File: config.mk
export PLATFORM = sky130hd
export DESIGN_NAME = fp_accumulator_flat
export DESIGN_NICKNAME = d
export VERILOG_FILES = /design/src/rtl/fp_accumulator_if.sv /design/src/rtl/fp_accumulator.sv /design/src/flat_wrapper.sv
export SDC_FILE = /design/constraint.sdc
export NUM_CORES = 1
export LEC_CHECK = 0
export CAP_MARGIN = 20
export CORE_MARGIN = 2
export CORE_UTILIZATION = 63
export CTS_BUF_LIST = sky130_fd_sc_hd__clkbuf_16
export CTS_CLUSTER_DIAMETER = 100
export DETAILED_ROUTE_END_ITERATION = 6
export PLACE_DENSITY = 0.93
export SLEW_MARGIN = 20
export SYNTH_ARGS = -nofsm -noshare
export SYNTH_HDL_FRONTEND = slang
export SYNTH_SLANG_ARGS = --single-unit
File: constraint.sdc
create_clock -name clk -period 12.1 [get_ports clk]
set_clock_uncertainty 0.1 [all_clocks]
set_input_delay 2.42 -clock clk [delete_from_list [all_inputs] [get_ports clk]]
set_output_delay 2.42 -clock clk [all_outputs]
set_load 0.05 [all_outputs]
File: src/rtl/fp_accumulator_if.sv
// Product/result bundle between the multiplier side and the floating-point accumulator.
interface fp_accumulator_if #(
  parameter int unsigned COUNT_W = 8
);
  logic               acc_clear;
  logic               prod_valid;
  logic               prod_overflow;
  logic [31:0]        prod;
  logic               acc_busy;
  logic               acc_done;
  logic [31:0]        acc_result;
  logic [COUNT_W-1:0] acc_count;
  logic               acc_overflow;
  logic               acc_drop;

  modport master (
    output acc_clear, prod_valid, prod_overflow, prod,
    input  acc_busy, acc_done, acc_result, acc_count, acc_overflow, acc_drop
  );

  modport slave (
    input  acc_clear, prod_valid, prod_overflow, prod,
    output acc_busy, acc_done, acc_result, acc_count, acc_overflow, acc_drop
  );
endinterface

File: src/rtl/fp_accumulator.sv
// Single-precision running-sum accumulator: align, add and normalize over a fixed 3-cycle pipeline.
// Denormals flush to +0, alignment and normalization truncate, overflow saturates to infinity.
module fp_accumulator #(
  parameter int unsigned COUNT_W = 8
) (
  input logic             clk,
  input logic             rst,
  fp_accumulator_if.slave bus
);

  typedef enum logic [1:0] {StIdle, StAlign, StAdd, StNorm} state_e;

  state_e state_q, state_d;

  logic [31:0]        result_q;
  logic [COUNT_W-1:0] count_q;
  logic               ovf_q, drop_q, done_q;
  logic [31:0]        prod_q;
  logic               special_q;

  // Align stage registers
  logic        al_sign_q, al_sub_q;
  logic [7:0]  al_exp_q;
  logic [23:0] al_big_q, al_small_q;

  // Add stage registers
  logic        ad_sign_q;
  logic [7:0]  ad_exp_q;
  logic [24:0] ad_sum_q;

  always_ff @(posedge clk) begin
    if (rst) state_q <= StIdle;
    else     state_q <= state_d;
  end

  always_comb begin
    state_d = state_q;
    if (bus.acc_clear) begin
      state_d = StIdle;
    end else begin
      unique case (state_q)
        StIdle:  if (bus.prod_valid) state_d = StAlign;
        StAlign: state_d = StAdd;
        StAdd:   state_d = StNorm;
        StNorm:  state_d = StIdle;
        default: state_d = StIdle;
      endcase
    end
  end

  // Operand decode; exponent 0 means +0 for either operand.
  logic        a_zero, b_zero, a_sign, b_sign, a_big;
  logic [7:0]  a_exp, b_exp, big_exp, small_exp, exp_diff;
  logic [23:0] a_man, b_man, big_man, small_man, small_sh;
  logic [30:0] a_mag, b_mag;

  assign a_exp  = result_q[30:23];
  assign b_exp  = prod_q[30:23];
  assign a_zero = (a_exp == 8'd0);
  assign b_zero = (b_exp == 8'd0);
  assign a_sign = a_zero ? 1'b0 : result_q[31];
  assign b_sign = b_zero ? 1'b0 : prod_q[31];
  assign a_man  = a_zero ? 24'd0 : {1'b1, result_q[22:0]};
  assign b_man  = b_zero ? 24'd0 : {1'b1, prod_q[22:0]};
  assign a_mag  = a_zero ? 31'd0 : result_q[30:0];
  assign b_mag  = b_zero ? 31'd0 : prod_q[30:0];
  assign a_big  = (a_mag >= b_mag);

  assign big_exp   = a_big ? a_exp : b_exp;
  assign small_exp = a_big ? b_exp : a_exp;
  assign big_man   = a_big ? a_man : b_man;
  assign small_man = a_big ? b_man : a_man;
  assign exp_diff  = big_exp - small_exp;
  assign small_sh  = (exp_diff >= 8'd25) ? 24'd0 : (small_man >> exp_diff);

  logic [24:0] add_sum;
  assign add_sum = al_sub_q ? ({1'b0, al_big_q} - {1'b0, al_small_q})
                            : ({1'b0, al_big_q} + {1'b0, al_small_q});

  // Leading-zero count over the 24-bit mantissa field; highest set bit wins.
  logic [4:0] lzc;
  always_comb begin
    lzc = 5'd0;
    for (int i = 0; i < 24; i++) begin
      if (ad_sum_q[i]) lzc = 5'(23 - i);
    end
  end

  logic        carry;
  logic [9:0]  exp_adj;
  logic [22:0] frac_n;
  logic [31:0] norm_result;
  logic        norm_ovf;

  assign carry   = ad_sum_q[24];
  assign exp_adj = carry ? ({2'b00, ad_exp_q} + 10'd1) : ({2'b00, ad_exp_q} - {5'd0, lzc});
  assign frac_n  = carry ? ad_sum_q[23:1] : (ad_sum_q[22:0] << lzc);

  always_comb begin
    norm_result = 32'd0;
    norm_ovf    = 1'b0;
    if (ad_sum_q == 25'd0 || exp_adj[9] || exp_adj == 10'd0) begin
      norm_result = 32'd0;
    end else if (exp_adj >= 10'd255) begin
      norm_result = {ad_sign_q, 8'hFF, 23'd0};
      norm_ovf    = 1'b1;
    end else begin
      norm_result = {ad_sign_q, exp_adj[7:0], frac_n};
    end
  end

  // Pipeline datapath is only meaningful while its stage is active, so it needs no reset.
  always_ff @(posedge clk) begin
    if (state_q == StIdle && bus.prod_valid) begin
      prod_q    <= bus.prod;
      special_q <= bus.prod_overflow || (&bus.prod[30:23]);
    end
    if (state_q == StAlign) begin
      al_sign_q  <= a_big ? a_sign : b_sign;
      al_sub_q   <= a_sign ^ b_sign;
      al_exp_q   <= big_exp;
      al_big_q   <= big_man;
      al_small_q <= small_sh;
    end
    if (state_q == StAdd) begin
      ad_sum_q  <= add_sum;
      ad_exp_q  <= al_exp_q;
      ad_sign_q <= (add_sum == 25'd0) ? 1'b0 : al_sign_q;
    end
  end

  always_ff @(posedge clk) begin
    if (rst || bus.acc_clear) begin
      result_q <= 32'd0;
      count_q  <= '0;
      ovf_q    <= 1'b0;
      drop_q   <= 1'b0;
      done_q   <= 1'b0;
    end else begin
      done_q <= 1'b0;
      if (state_q != StIdle && bus.prod_valid) drop_q <= 1'b1;
      if (state_q == StNorm) begin
        done_q <= 1'b1;
        if (count_q != '1) count_q <= count_q + 1'b1;
        if (special_q) begin
          ovf_q <= 1'b1;
        end else begin
          result_q <= norm_result;
          if (norm_ovf) ovf_q <= 1'b1;
        end
      end
    end
  end

  assign bus.acc_busy     = (state_q != StIdle);
  assign bus.acc_done     = done_q;
  assign bus.acc_result   = result_q;
  assign bus.acc_count    = count_q;
  assign bus.acc_overflow = ovf_q;
  assign bus.acc_drop     = drop_q;

endmodule
File: src/flat_wrapper.sv
// flat-port wrapper written by rule: the top's interface ports become plain ports
module fp_accumulator_flat 
#(
  parameter int unsigned COUNT_W = 8
)
  (clk, rst, bus_acc_clear, bus_prod_valid, bus_prod_overflow, bus_prod, bus_acc_busy, bus_acc_done, bus_acc_result, bus_acc_count, bus_acc_overflow, bus_acc_drop);
  fp_accumulator_if #(.COUNT_W(COUNT_W)) bus_i ();
  input logic clk;
  input logic rst;
  input wire logic [$bits(bus_i.acc_clear)-1:0] bus_acc_clear;
  input wire logic [$bits(bus_i.prod_valid)-1:0] bus_prod_valid;
  input wire logic [$bits(bus_i.prod_overflow)-1:0] bus_prod_overflow;
  input wire logic [$bits(bus_i.prod)-1:0] bus_prod;
  output wire logic [$bits(bus_i.acc_busy)-1:0] bus_acc_busy;
  output wire logic [$bits(bus_i.acc_done)-1:0] bus_acc_done;
  output wire logic [$bits(bus_i.acc_result)-1:0] bus_acc_result;
  output wire logic [$bits(bus_i.acc_count)-1:0] bus_acc_count;
  output wire logic [$bits(bus_i.acc_overflow)-1:0] bus_acc_overflow;
  output wire logic [$bits(bus_i.acc_drop)-1:0] bus_acc_drop;
  assign bus_i.acc_clear = bus_acc_clear;
  assign bus_i.prod_valid = bus_prod_valid;
  assign bus_i.prod_overflow = bus_prod_overflow;
  assign bus_i.prod = bus_prod;
  assign bus_acc_busy = bus_i.acc_busy;
  assign bus_acc_done = bus_i.acc_done;
  assign bus_acc_result = bus_i.acc_result;
  assign bus_acc_count = bus_i.acc_count;
  assign bus_acc_overflow = bus_i.acc_overflow;
  assign bus_acc_drop = bus_i.acc_drop;
  fp_accumulator #(.COUNT_W(COUNT_W)) u_core (.clk(clk), .rst(rst), .bus(bus_i));
endmodule
==> summary.md, run 1 <==
| Metric | Value |
|---|---|
| Setup TNS | `0 ps` |
| Starting Density | `64.4%` |
| Diode count | `0` |
| GR Util All Layers | `37.5%` |
| Crit path buffers/inverters | `1` |
| Pre-CTS setup slack | `5800 ps` |
| Tcrit/Tclk final | `53.7%` |
| Total Wirelength | `39,700 um` |
| Post-cts hold buffer count | `0` |
| Final setup fails | `0` |
| Worst path required time | `12,280 ps` |
| Die area | `21,100 um2` |
| Syn Area/Cell | `8.64 um2` |
| Worst slew pin tran | `1090 ps` |
| Post-CTS Resized | `0` |
| Largest net degree at the start of global routing | `59` |
| Drt via density | `6.63` |
| Io pins | `81` |
| GP Congestion | `1.05` |
| Die X | `145 um` |
| Max-cap viol count | `0` |
| Critical path's top delay family | `simple AND/OR/NAND/NOR gates` |
| Core Region | `19,500 um2` |
| Slew headroom | `27.6%` |
| Mean routed wirelength per cell | `22.4 um` |
| VDD IR max | `0.0000934 V` |
| Final count of pins violating max slew | `0` |
| Synth Instances | `1,456` |
| Final Hold Viols | `0` |
| Clock Path Buffers | `2` |
| Worst-skew pair later-pin latency | `440 ps` |
| Post-synth top flop | `edfxtp_1` |
| Post-layout min period | `6500 ps` |
| Fraction of registers with async set/reset | `0%` |
| Die H | `145 um` |
| Rows | `51` |
| Worst min path class | `reg -> reg` |
| Vias in the first global route | `11,000` |
| Post-synth EDFFs | `125` |
| Crit-path cells | `nor4_1 > nand2_1 > and2_1 > ha_1 > nand4_1 > nor4_2 > nand2_1 > and4_1 > a21boi_4 > nor2_1 > buf_4 > nor2_1 > a21oi_1 > ha_1 > a31oi_1 > a21oi_1 > nor2_1 > xor2_1 > nand2_1 > a21oi_1` |
| Synth Cell Area | `12,600 um2` |
| First-pass GRT wire length | `61,700 um` |
| PnR Total Power | `1.44 mW` |
| DRC | `0` |
| GRT overflow | `0` |
| Drt first pass iters | `5` |
| CTS HTree Levels | `4` |
| Final WS setup | `5600 ps` |
| CTS Sinks | `170` |
| NumNets Final | `1,600` |
| Detail Route Antenna Nets | `0` |
| Post-CTS Setup Bufs | `0` |
| Worst-path clk slew | `70 ps` |
| FF+latch count, synth | `170` |
| CP Data Arrival Time | `6670 ps` |
| DP HPWL | `30,300 um` |
| Max FO, Critical Path | `26` |
| Crit-path slowest cell | `xor2_1` |
| Initial antenna violation count | `1` |
| Syn_nets | `1,564` |
| Initial DRC count | `1,421` |
| RSZ-0062 raised after global routing | `false` |
| CP Class | `reg -> reg` |
| CP Launch Type | `flop` |
| Clk root buf | `clkbuf_16` |
| Total of warnings raised by yosys | `0` |
| # fillers | `1,476` |
| Synth-to-Final Area Change | `12.0%` |
| Seq/Total Area, Yosys | `37.0%` |
| Power per cell area | `102 nW/um2` |
| Number of distinct library cells after synthesis | `87` |
| Maximum clock rate | `154 MHz` |
| Outcome | `completed` |
| Layout cells sized above 1 | `5.98%` |
| Port bufs | `80` |
| Crit. End Element | `flop` |
| Vias | `11,700` |
| CP max stage delay | `650 ps` |
| CTS tree | `built` |
| P_leak | `5.49 nW` |
| Number of CTS-inserted buffers | `17` |
## placed cells by master (no fill, tap or decap), types with 10 or more instances in the layout
| cell type | Yosys | layout |
|---|---|---|
| dfxtp_1 | 45 | 45 |
| nand3_1 | 33 | 33 |
| xnor2_1 | 46 | 46 |
| a21o_1 | 17 | 17 |
| o211ai_1 | 12 | 12 |
| edfxtp_1 | 125 | 125 |
| o31ai_1 | 12 | 12 |
| o21ai_0 | 88 | 88 |
| inv_1 | 53 | 54 |
| buf_4 | 3 | 18 |
| nor2_1 | 173 | 172 |
| mux2i_1 | 77 | 77 |
| and2_1 | 24 | 24 |
| nand2_1 | 162 | 161 |
| nor3_1 | 35 | 35 |
| xor2_1 | 20 | 20 |
| ha_1 | 69 | 68 |
| nand2b_1 | 13 | 12 |
| nor2b_1 | 16 | 15 |
| clkdlybuf4s50_1 | 0 | 80 |
| nor4_1 | 15 | 15 |
| a21oi_1 | 136 | 136 |
| a31oi_1 | 10 | 10 |
| a211oi_1 | 21 | 21 |
| a22oi_1 | 14 | 14 |
| clkbuf_16 | 0 | 17 |
## area by class of cell
class	count	area (um2)	share of cell area, %
Clock buffer	17	425	3.02
Clock inverter	15	144	1.02
Inverter	58	218	1.55
Multi-Input combinational cell	1147	7380	52.4
Sequential cell	170	4650	33.0
Tap cell	265	332	2.35
Timing Repair Buffer	98	936	6.64
## layer usage
metal,share of wire (%),track usage [%],vias to the layer above
met5,0,0,-
met4,4.8,16.9,0
met3,9.0,6.38,124
met2,46,59.3,725
met1,41,50.8,5487
li1,-,-,5394
## registers in the layout (all words and copies together), names as in the netlist
name                     count
u_core.al_big_q             24
u_core.bus.acc_count         8
u_core.ad_sign_q             1
u_core.al_sign_q             1
u_core.al_sub_q              1
u_core.prod_q               32
u_core.bus.acc_overflow      1
u_core.al_exp_q              8
u_core.ad_exp_q              8
u_core.special_q             1
u_core.state_q               2
u_core.bus.acc_drop          1
u_core.bus.acc_result       32
u_core.bus.acc_done          1
u_core.ad_sum_q             25
u_core.al_small_q           24
## where the power goes
group,internal (mW),switching [mW]
Combinational,0.0884,0.148
Clock,0.287,0.250
Sequential,0.650,0.0156
## worst reg2reg max path: stages (launching register included)
cell	delay, ps
dfxtp_1	420
nor4_1	450
nand2_1	610
and2_1	470
ha_1	330
nand4_1	140
nor4_2	390
nand2_1	130
and4_1	220
a21boi_4	240
nor2_1	160
buf_4	260
nor2_1	130
a21oi_1	60
ha_1	220
a31oi_1	180
a21oi_1	130
nor2_1	300
xor2_1	650
nand2_1	480
a21oi_1	270
## stage by stage
stage	util, %	area (um2)	hold WS (ps)	cells
5_1_grt	72.2	14100	327	1770
3_5_place_dp	69.2	13500	305	1738
2_1_floorplan	-	12600	300	1456
6_report	72.2	14100	320	1770
4_1_cts	72.2	14100	321	1770
3_3_place_gp	69.2	13500	301	1738
## final timing paths
path	endpoint	slack (ps)	startpoint	cells after the start
worst min-delay path	u_core.ad_exp_q[1]	320	u_core.al_exp_q[1]	0
worst max register to register	u_core.al_small_q[13]	5600	u_core.bus.acc_result[28]	20
worst min register to register	u_core.ad_exp_q[1]	320	u_core.al_exp_q[1]	0
worst max-delay path	u_core.al_small_q[13]	5600	u_core.bus.acc_result[28]	20
## kinds of logic (layout without fill, tap and decap cells)
| group | after synthesis | in the layout | synth area share, % |
|---|---|---|---|
| buf+inv | 139 | 188 | 4.39 |
| xor+xnor | 67 | 67 | 4.73 |
| flops | 170 | 170 | 37.0 |
| compound gates | 402 | 402 | 20.2 |
| mux | 89 | 89 | 7.47 |
| simple gates | 518 | 518 | 19.0 |
| fa+ha+maj | 71 | 71 | 7.18 |
## synthesized netlist by cell type, types with 10 or more instances
master	count	area share, %
nor3_1	35	1.4
clkbuf_1	59	1.8
o211ai_1	12	0.72
nor2b_1	16	0.80
a22oi_1	14	0.84
nand2_1	162	4.8
and2_1	24	1.2
xnor2_1	46	3.2
dfxtp_1	45	7.2
ha_1	69	6.9
xor2_1	20	1.4
nand3_1	33	1.3
a21oi_1	136	5.4
nor2_1	173	5.2
mux2i_1	77	6.1
nand2b_1	13	0.65
inv_1	53	1.6
o21ai_0	88	3.5
edfxtp_1	125	30
a21o_1	17	1.0
a211oi_1	21	1.3
nor4_1	15	0.75
a31oi_1	10	0.50
o31ai_1	12	0.72
No activity file was read; power rests on OpenSTA's default activity.
==> run 2: changes to the inputs <==
--- a/config.mk
+++ b/config.mk
@@ -7,11 +7,11 @@
 export LEC_CHECK = 0
 export CAP_MARGIN = 20
 export CORE_MARGIN = 2
-export CORE_UTILIZATION = 63
+export CORE_UTILIZATION = 55
 export CTS_BUF_LIST = sky130_fd_sc_hd__clkbuf_16
 export CTS_CLUSTER_DIAMETER = 100
 export DETAILED_ROUTE_END_ITERATION = 6
-export PLACE_DENSITY = 0.93
+export PLACE_DENSITY = 0.87
 export SLEW_MARGIN = 20
 export SYNTH_ARGS = -nofsm -noshare
 export SYNTH_HDL_FRONTEND = slang
==> constraint.sdc (replaced) <==
create_clock -name clk -period 5.3 [get_ports clk]
set_clock_uncertainty 0.1 [all_clocks]
set_input_delay 1.06 -clock clk [delete_from_list [all_inputs] [get_ports clk]]
set_output_delay 1.06 -clock clk [all_outputs]
set_load 0.05 [all_outputs]
==> run 2 against run 1 <==
Register-to-register slack got worse by 5300 ps. Count of clock-buffer cells in the layout increased by 3. Non-clock buffer count increased by 38. Design area increased by 3.6%. Clock power increased by 140%. Via count increased by 3.3%. First-iteration DRC count increased by 1.6%. Critical path depth unchanged. Global-route usage decreased by 3.9 points. Critical endpoint is now u_core.al_small_q[10].
==> summary.md, run 2 (same netlist as run 1, synthesis figures left out) <==
| Metric | Value |
|---|---|
| Initial DRC count | `1,444` |
| Clock Path Buffers | `2` |
| Final setup fails | `0` |
| Non-filler cells, final | `1,829` |
| CP Launch Type | `flop` |
| First-pass GRT wire length | `62,800 um` |
| Crit path launch | `u_core.prod_q[27]` |
| Diode count | `0` |
| Worst slew pin tran | `1070 ps` |
| Detail Route Antenna Nets | `0` |
| Total Wirelength | `41,000 um` |
| Multi-input gate area | `7510 um2` |
| DRC | `0` |
| Critical Path Stages | `20` |
| Maximum clock rate | `199 MHz` |
| Synth-to-Final Area Change | `16.1%` |
| Number of CTS-inserted buffers | `17` |
| Die area | `24,100 um2` |
| VDD IR max | `0.000198 V` |
| GP Congestion | `0.968` |
| NumNets Final | `1,639` |
| Io pins | `81` |
| # fillers | `1,853` |
| Post-layout min period | `5040 ps` |
| Initial antenna violation count | `0` |
| Max-cap viol count | `0` |
| Worst R2R End | `u_core.al_small_q[10]` |
| Slew headroom | `28.4%` |
| Setup slack, reg-to-reg | `260 ps` |
| CP Class | `reg -> reg` |
| CTS HTree Levels | `4` |
| Mean routed wirelength per cell | `22.4 um` |
| Most frequent cells in the layout | `nor2_1 (172), nand2_1 (158), a21oi_1 (135)` |
| Crit path buffers/inverters | `1` |
| Die H | `155 um` |
| P_leak | `5.78 nW` |
| Worst-skew pair later-pin latency | `440 ps` |
| Power per cell area | `229 nW/um2` |
| Core Region | `22,600 um2` |
| Port bufs | `80` |
| Layout cells sized above 1 | `9.52%` |
| Rows | `55` |
| Final instance area | `14,600 um2` |
| Die X | `155 um` |
| Vias in the first global route | `11,400` |
| Placed insts | `1,790` |
| GRT overflow | `0` |
| Largest net degree at the start of global routing | `81` |
| Register area | `4660 um2` |
| CP max stage delay | `500 ps` |
| Final Hold Viols | `0` |
| CTS tree | `built` |
| Final count of pins violating max slew | `0` |
| Post-Route Utilization | `64.7%` |
| CTS Sinks | `170` |
| Outcome | `completed` |
| Vias | `12,100` |
| CP Data Arrival Time | `5100 ps` |
| Critical path's top delay family | `simple AND/OR/NAND/NOR gates` |
| Worst-path clk slew | `70 ps` |
| Max FO, Critical Path | `46` |
| R2r startpoint | `u_core.prod_q[27]` |
| Drt first pass iters | `6` |
| Crit-path cells | `nor4_4 > nand2_1 > buf_12 > nand2_1 > ha_1 > a21oi_1 > nand2_1 > a21oi_1 > and4_1 > a21boi_4 > nor2_2 > a21oi_1 > ha_1 > a31oi_1 > a21oi_1 > a21o_1 > a31oi_1 > nor2_1 > nand2_1 > nor2_1` |
| Most common cell after layout, fill and taps aside | `nor2_1` |
| Setup TNS | `0 ps` |
| DP HPWL | `30,900 um` |
| Worst path required time | `5360 ps` |
| Placement-stage cell area | `13,800 um2` |
| Drt via density | `6.63` |
| Starting Density | `55.7%` |
| Clk root buf | `clkbuf_16` |
| Tcrit/Tclk final | `95.0%` |
| Worst reg2reg path depth | `20` |
| GR Util All Layers | `33.7%` |
| Post-cts hold buffer count | `0` |
| Crit-path slowest cell | `edfxtp_1` |
| Worst min path class | `reg -> reg` |
| Crit. End Element | `flop` |
| Worst Setup EP | `u_core.al_small_q[10]` |
-- run 2: changes by cell type in the layout (fill, tap and decap cells not counted), sizes merged --
cell      change
nand2         +1
clkbuf        +3
clkinvlp      -4
buf          +38
bufinv        -1
inv           +5
clkinv        -3
-- run 2: timing repair --
action / in CTS / in global routing
setup endpoints to repair: 0 / 37
buffers inserted: 0 / 6
endpoints found under the hold margin: 0 / 0
resized for setup: 0 / 21
-- run 2: layout make-up --
| class | count | share of cell area [%] |
|---|---|---|
| multi-input cells | 1148 | 51.5 |
| flip-flops and latches | 170 | 31.9 |
| repair buffers | 136 | 8.56 |
| clock buffers | 20 | 3.43 |
| well taps | 285 | 2.44 |
| inverters | 58 | 1.49 |
| clock inverters | 12 | 0.669 |
-- run 2: worst min path at each step --
stage,cells past startpoint,endpoint,startpoint
3_3_place_gp,0,u_core.ad_exp_q[7],u_core.al_exp_q[7]
5_1_grt,0,u_core.ad_exp_q[7],u_core.al_exp_q[7]
6_report,0,u_core.ad_exp_q[7],u_core.al_exp_q[7]
3_5_place_dp,0,u_core.ad_exp_q[7],u_core.al_exp_q[7]
2_1_floorplan,0,u_core.ad_exp_q[0],u_core.al_exp_q[0]
4_1_cts,0,u_core.ad_exp_q[7],u_core.al_exp_q[7]
-- run 2: layer usage --
layer	vias up	wire length (um)	part of all wire [%]	GRT usage, %
li1	5466	-	-	-
met1	5730	15900	39	43.8
met2	761	19000	46	54.5
met3	164	3680	9.0	5.01
met4	0	2400	5.9	18.0
met5	-	0	0	0
-- run 2: through the flow --
step / hold WS, ps / total power [mW] / setup slack [ps]
2_1_floorplan: 300 / 1.91 / 26.6
3_3_place_gp: 306 / 2.06 / 188
3_5_place_dp: 305 / 2.08 / 78.5
4_1_cts: 321 / 3.32 / 63.3
5_1_grt: 343 / 3.45 / -59.5
6_report: 319 / 3.34 / 263
-- run 2: report_power, final --
group | internal (mW) | switching (mW)
combinational | 0.216 | 0.336
clock | 0.697 | 0.570
sequential | 1.48 | 0.0343
